--- src/rtl/adc_readout_pkg.sv ---
// adc_readout_pkg: packed-word field layout and drain FSM states for the ADC FIFO drain path
package adc_readout_pkg;
  localparam int WORD_W = 32;
  localparam int CH_LSB = 28;
  localparam int CH_W = 4;
  localparam int WORD_HALF_BIT = 27;
  localparam int HI_LSB = 12;
  localparam int LO_LSB = 0;
  localparam int FIELD_W = 12;
  typedef enum logic [2:0] {IDLE, RD0, CAP0, RD1, CAP1, OUT} drain_state_t;
  function automatic logic [WORD_W-1:0] pack_word(input logic [CH_W-1:0] ch, input logic half,
                                                  input logic [FIELD_W-1:0] hi, input logic [FIELD_W-1:0] lo);
    logic [WORD_W-1:0] w;
    w = '0;
    w[CH_LSB +: CH_W] = ch;
    w[WORD_HALF_BIT] = half;
    w[HI_LSB +: FIELD_W] = hi;
    w[LO_LSB +: FIELD_W] = lo;
    return w;
  endfunction
endpackage

--- src/rtl/rr_arbiter.sv ---
// rr_arbiter: combinational round-robin pick of the first requester after pointer
module rr_arbiter #(
  parameter int N = 4,
  localparam int IW = N > 1 ? $clog2(N) : 1
) (
  input  logic [N-1:0]  req,
  input  logic [IW-1:0] pointer,
  output logic [N-1:0]  grant,
  output logic [IW-1:0] index,
  output logic          valid
);
  logic [IW-1:0] c;
  always_comb begin
    index = '0;
    c = '0;
    for (int k = N; k >= 1; k--) begin
      c = IW'((int'(pointer) + k) % N);
      if (req[c]) index = c;
    end
  end
  assign valid = |req;
  assign grant = valid ? N'(1) << index : '0;
endmodule

--- src/rtl/adc_fifo_drain_packer.sv ---
// adc_fifo_drain_packer: round-robin drains channel FIFOs and packs sample pairs into AXI-Stream words
module adc_fifo_drain_packer
  import adc_readout_pkg::*;
#(
  parameter int NUM_CHANNELS = 4,
  parameter int DATA_WIDTH = 12,
  parameter int BURST_LEN = 16,
  localparam int AW = NUM_CHANNELS > 1 ? $clog2(NUM_CHANNELS) : 1
) (
  input  logic                    clk,
  input  logic                    rstn,
  input  logic                    enable,
  input  logic [NUM_CHANNELS-1:0] ch_mask,
  input  logic                    clear_status,
  output logic [AW-1:0]           fifo_addr,
  output logic [NUM_CHANNELS-1:0] fifo_rd_en,
  input  logic [NUM_CHANNELS-1:0] fifo_not_empty,
  input  logic [NUM_CHANNELS-1:0] fifo_full,
  input  logic [DATA_WIDTH-1:0]   fifo_dout,
  output logic [31:0]             m_axis_tdata,
  output logic                    m_axis_tvalid,
  input  logic                    m_axis_tready,
  output logic                    m_axis_tlast,
  output logic [NUM_CHANNELS-1:0] overflow_sticky,
  output logic                    busy
);
  localparam int CW = $clog2(BURST_LEN + 1);
  drain_state_t state;
  logic [AW-1:0] ptr, gnt_idx;
  logic [NUM_CHANNELS-1:0] sel, gnt_oh;
  logic gnt_any, stop;
  logic [CW-1:0] count, count_nxt;
  logic [FIELD_W-1:0] lo, din;
  assign din = FIELD_W'(fifo_dout);
  assign count_nxt = count + 1'b1;
  // fifo_not_empty already reflects the pop of the sample being captured
  assign stop = count_nxt == CW'(BURST_LEN) || !fifo_not_empty[fifo_addr] || !enable;
  assign busy = state != IDLE;
  rr_arbiter #(.N(NUM_CHANNELS)) u_arb (
    .req(fifo_not_empty & ch_mask),
    .pointer(ptr),
    .grant(gnt_oh),
    .index(gnt_idx),
    .valid(gnt_any)
  );
  always_ff @(posedge clk or negedge rstn) begin
    if (!rstn) begin
      state <= IDLE;
      ptr <= AW'(NUM_CHANNELS - 1);
      fifo_addr <= '0;
      sel <= '0;
      fifo_rd_en <= '0;
      count <= '0;
      lo <= '0;
      m_axis_tdata <= '0;
      m_axis_tvalid <= 1'b0;
      m_axis_tlast <= 1'b0;
      overflow_sticky <= '0;
    end else begin
      overflow_sticky <= (overflow_sticky & ~{NUM_CHANNELS{clear_status}}) | fifo_full;
      case (state)
        IDLE: if (enable && gnt_any) begin
          fifo_addr <= gnt_idx;
          ptr <= gnt_idx;
          sel <= gnt_oh;
          fifo_rd_en <= gnt_oh;
          count <= '0;
          state <= RD0;
        end
        RD0: begin
          fifo_rd_en <= '0;
          state <= CAP0;
        end
        CAP0: begin
          lo <= din;
          count <= count_nxt;
          if (stop) begin
            m_axis_tdata <= pack_word(CH_W'(fifo_addr), 1'b1, '0, din);
            m_axis_tlast <= 1'b1;
            m_axis_tvalid <= 1'b1;
            state <= OUT;
          end else begin
            fifo_rd_en <= sel;
            state <= RD1;
          end
        end
        RD1: begin
          fifo_rd_en <= '0;
          state <= CAP1;
        end
        CAP1: begin
          count <= count_nxt;
          m_axis_tdata <= pack_word(CH_W'(fifo_addr), 1'b0, din, lo);
          m_axis_tlast <= stop;
          m_axis_tvalid <= 1'b1;
          state <= OUT;
        end
        OUT: if (m_axis_tready) begin
          m_axis_tvalid <= 1'b0;
          m_axis_tlast <= 1'b0;
          fifo_rd_en <= m_axis_tlast ? '0 : sel;
          state <= m_axis_tlast ? IDLE : RD0;
        end
        default: state <= IDLE;
      endcase
    end
  end
endmodule

--- config.mk ---
export PLATFORM = sky130hd
export DESIGN_NAME = adc_fifo_drain_packer
export DESIGN_NICKNAME = d
export VERILOG_FILES = /design/src/rtl/adc_readout_pkg.sv /design/src/rtl/rr_arbiter.sv /design/src/rtl/adc_fifo_drain_packer.sv
export SDC_FILE = /design/constraint.sdc
export NUM_CORES = 1
export LEC_CHECK = 0
export ABC_AREA = 1
export BUFFER_PORTS_ARGS = -buffer_cell sky130_fd_sc_hd__clkbuf_2
export CAP_MARGIN = 20
export CORE_ASPECT_RATIO = 2
export CORE_MARGIN = 2
export CORE_UTILIZATION = 32
export CTS_CLUSTER_DIAMETER = 80
export DETAILED_ROUTE_END_ITERATION = 8
export GPL_ROUTABILITY_DRIVEN = 0
export PLACE_DENSITY = 0.59
export SYNTH_ARGS = -nofsm -noshare
export SYNTH_HDL_FRONTEND = slang
export SYNTH_HIERARCHICAL = 1
export SYNTH_SLANG_ARGS = --single-unit
--- constraint.sdc ---
create_clock -name clk -period 2.55 [get_ports clk]
set_clock_uncertainty 0.15 [all_clocks]
set_input_delay 0.3825 -clock clk [delete_from_list [all_inputs] [get_ports clk]]
set_output_delay 0.3825 -clock clk [all_outputs]
set_load 0.005 [all_outputs]
==> results.yml <==
global_routing:
  overflow: 0
  antenna_found_initial: 0
  grt_pass1_wl_mm: 12.8
  grtUsageTotal_pct: 14.4
  grt_start_max_net_pins: 66
  first_global_vias: 2748
timing:
  holdWs_ns: 0.104
  setup_violations: 0
  setup_tns_ns: 0
  finalCritPeriodShare_pct: 77.9
  rsz0062_at_grt: "false"
  worst_slew_pin_slew_ns: 0.531
  setup_ws_ns: 0.563
  final-max-slew-violation-count: 0
  slew_headroom_pct: 64.6
  hold_viol_final: 0
  min_period_ns: 1.99
  max_freq_mhz: 503
synthesis:
  synth_cells: 415
  yosysWarnings: 6
  synth_area_leaders: "dfrtp_1 (48%), nand2_1 (19%), o21ai_0 (5.0%), inv_1 (4.4%), nand2_2 (4.3%)"
  ys_top_cells_by_count: "nand2_1 (165), dfrtp_1 (63), inv_1 (39), o21ai_0 (33), nand2_2 (23)"
  synth-seq-area-share_pct: 49.2
  ys_ff_latch: 65
  synth_top_area_cell: "dfrtp_1"
  synth.distinct_cells: 33
  ys.flop_type: "dfrtp_1"
  synth_edf_count: 0
  yosysTopAreaCellShare_pct: 47.6
  synthArstFlopShare_pct: 100
  netlist_area_um2: 3310
  avgSynthCellArea_um2: 7.98
  yosysMostFrequentCell: "nand2_1"
floorplanning:
  coreArea_um2: 10100
  dieArea_um2: 11200
  num_rows: 52
  pin_count: 74
  initial_core_util_pct: 32.8
  die_h_um: 148
  die_w_um: 75.9
worst_setup_path:
  crit_slowest_cell: "dfstp_2"
  endpoint_kind: "register"
  critical_path_class: "reg2reg"
  arrival_ns: 2.09
  required_ns: 2.66
  path_buf_inv: 2
  path_delay_family: "simple AND/OR/NAND/NOR gates"
  crit_chain: "inv_2 -> nand2_1 -> nand2_2 -> nand2_1 -> nand2_2 -> nor2_1 -> nand2_1 -> nand2_2 -> inv_2 -> nor2_2 -> a22oi_1 -> o21ai_2"
  cp_max_fo: 8
  slowest_delay_ns: 0.60
  cp-start-kind: "register"
detailed_routing:
  vias: 2817
  wirelength_mm: 7.60
  wl_per_cell_um: 12.1
  ant_nets: 0
  vias_per_cell: 4.50
  drc_errors: 0
  drt_pass1_iterations: 4
  drtIter0Drc: 161
clock_network:
  clk_path_buf_depth: 2
  cts_made_buffers: 9
  cts.htree.levels: 3
  cts_root_buf: "clkbuf_16"
  cts_tree: "built"
  cts_sinks: 65
  clk_pin_slew_ns: 0.05
  post_cts_buffers: 0
  clock_latency_ns: 0.33
power:
  switching_share_pct: 39.0
  combPwrFrac_pct: 38.5
  p_switching_mw: 2.08
  internal-power_mw: 3.25
  p_seq_share_pct: 34.1
  leakage_nw: 2.24
  peakVddDrop_mv: 0.534
  p_clk_share_pct: 27.3
  powerDensity_nw_per_um2: 1300
  p_total_mw: 5.33
cells_and_area:
  antenna_cells: 0
  nNetsFinal: 516
  num-fill-cells: 1041
  fin_area_um2: 4110
  syn_to_final_growth_pct: 24.2
  drive_gt1_share_pct: 28.1
placed_design:
  pre_cts_slack_ns: 0.601
  hpwl_mm: 5.56
  io_buffers: 68
  placed_area_um2: 3750
run_status:
  status: "finished clean"
worst_hold_path:
  hp-class: "in2reg"
flow_run:
  max_cap_viol_count: 0
## per-stage QoR
step / instances / utilization, %
6_report: 626 / 40.8
2_1_floorplan: 419 / -
4_1_cts: 626 / 40.8
3_5_place_dp: 609 / 37.2
5_1_grt: 626 / 40.8
3_3_place_gp: 609 / 37.2
## power groups by stage
| stage | clock network, mW | registers, mW | logic, mW |
|---|---|---|---|
| after CTS | 1.49 | 1.82 | 2.09 |
| after detailed placement | 0 | 1.83 | 2.08 |
| after floorplan | 0 | 1.76 | 1.55 |
| after global routing | 1.53 | 1.88 | 2.36 |
| final | 1.46 | 1.82 | 2.05 |
| after global placement | 0 | 1.81 | 2.04 |
## path summary, 6_finish.rpt
check | start | to | slack, ns | cells past startpoint
max | ptr[0] | fifo_rd_en[3] | 0.56 | 12
min | fifo_full[2] | overflow_sticky[2] | 0.10 | 2
max reg2reg | ptr[0] | fifo_rd_en[3] | 0.56 | 12
min reg2reg | m_axis_tdata[1] | m_axis_tdata[1] | 0.32 | 2
max in group asynchronous | rstn | ptr[0] | 1.45 | 3
min in group asynchronous | rstn | m_axis_tdata[17] | 0.44 | 3
## routing by layer
layer  track usage [%]  vias up  wire, um
met4              7.09        0       227
met2              26.3       68      4080
li1                  -     1423         -
met3              2.99       20       261
met5                 0        -         0
met1              15.6     1306      3020
## worst register-to-register path, cell delays in order (launching register included)
cell and delay, ns:
dfstp_2 0.60, inv_2 0.10, nand2_1 0.08, nand2_2 0.06, nand2_1 0.10, nand2_2 0.07
nor2_1 0.14, nand2_1 0.10, nand2_2 0.10, inv_2 0.05, nor2_2 0.12, a22oi_1 0.11
o21ai_2 0.14
## layout by cell type (no fill, tap or decap), types with 3 or more instances in the layout
master,n
a21oi_1,6
a22oi_1,4
bufinv_16,3
clkbuf_16,9
clkbuf_2,67
conb_1,5
dfrtp_1,63
inv_1,39
inv_2,9
nand2_1,165
nand2_2,23
nand3_1,16
nand4_1,4
nor2_1,7
nor2_2,6
o21ai_0,33
o21ai_2,4
o21bai_1,4
## logic make-up after synthesis
logic type	count (synthesis)	synth area share, %
AO/OA/AOI/OAI	55	9.68
adder cells (fa/ha/maj)	1	0.378
buffers and inverters	64	9.26
flip-flops	65	49.2
other	1	0.113
AND/OR/NAND/NOR	229	31.4
## final cells by class
cell class	instances	area, um2	area share, %
Multi-Input combinational cell	290	1390	33.8
Clock buffer	12	256	6.24
Clock inverter	4	98.8	2.40
Inverter	49	191	4.65
Timing Repair Buffer	71	378	9.19
Tap cell	135	169	4.11
Sequential cell	65	1630	39.6
## what timing repair did
| item | CTS | global route |
|---|---|---|
| hold endpoints to repair | 63 | 0 |
| resized for setup | 0 | 0 |
| hold buffers | 1 | 0 |
## state kept, by name, indices dropped and copies added (netlist names)
| register | flops |
|---|---|
| m_axis_tdata | 27 |
| fifo_addr | 2 |
| overflow_sticky | 4 |
| ptr | 2 |
| count | 5 |
| m_axis_tvalid | 1 |
| state | 3 |
| sel | 4 |
| m_axis_tlast | 1 |
| fifo_rd_en | 4 |
| lo | 12 |
Power figures use the tool's default switching activity.
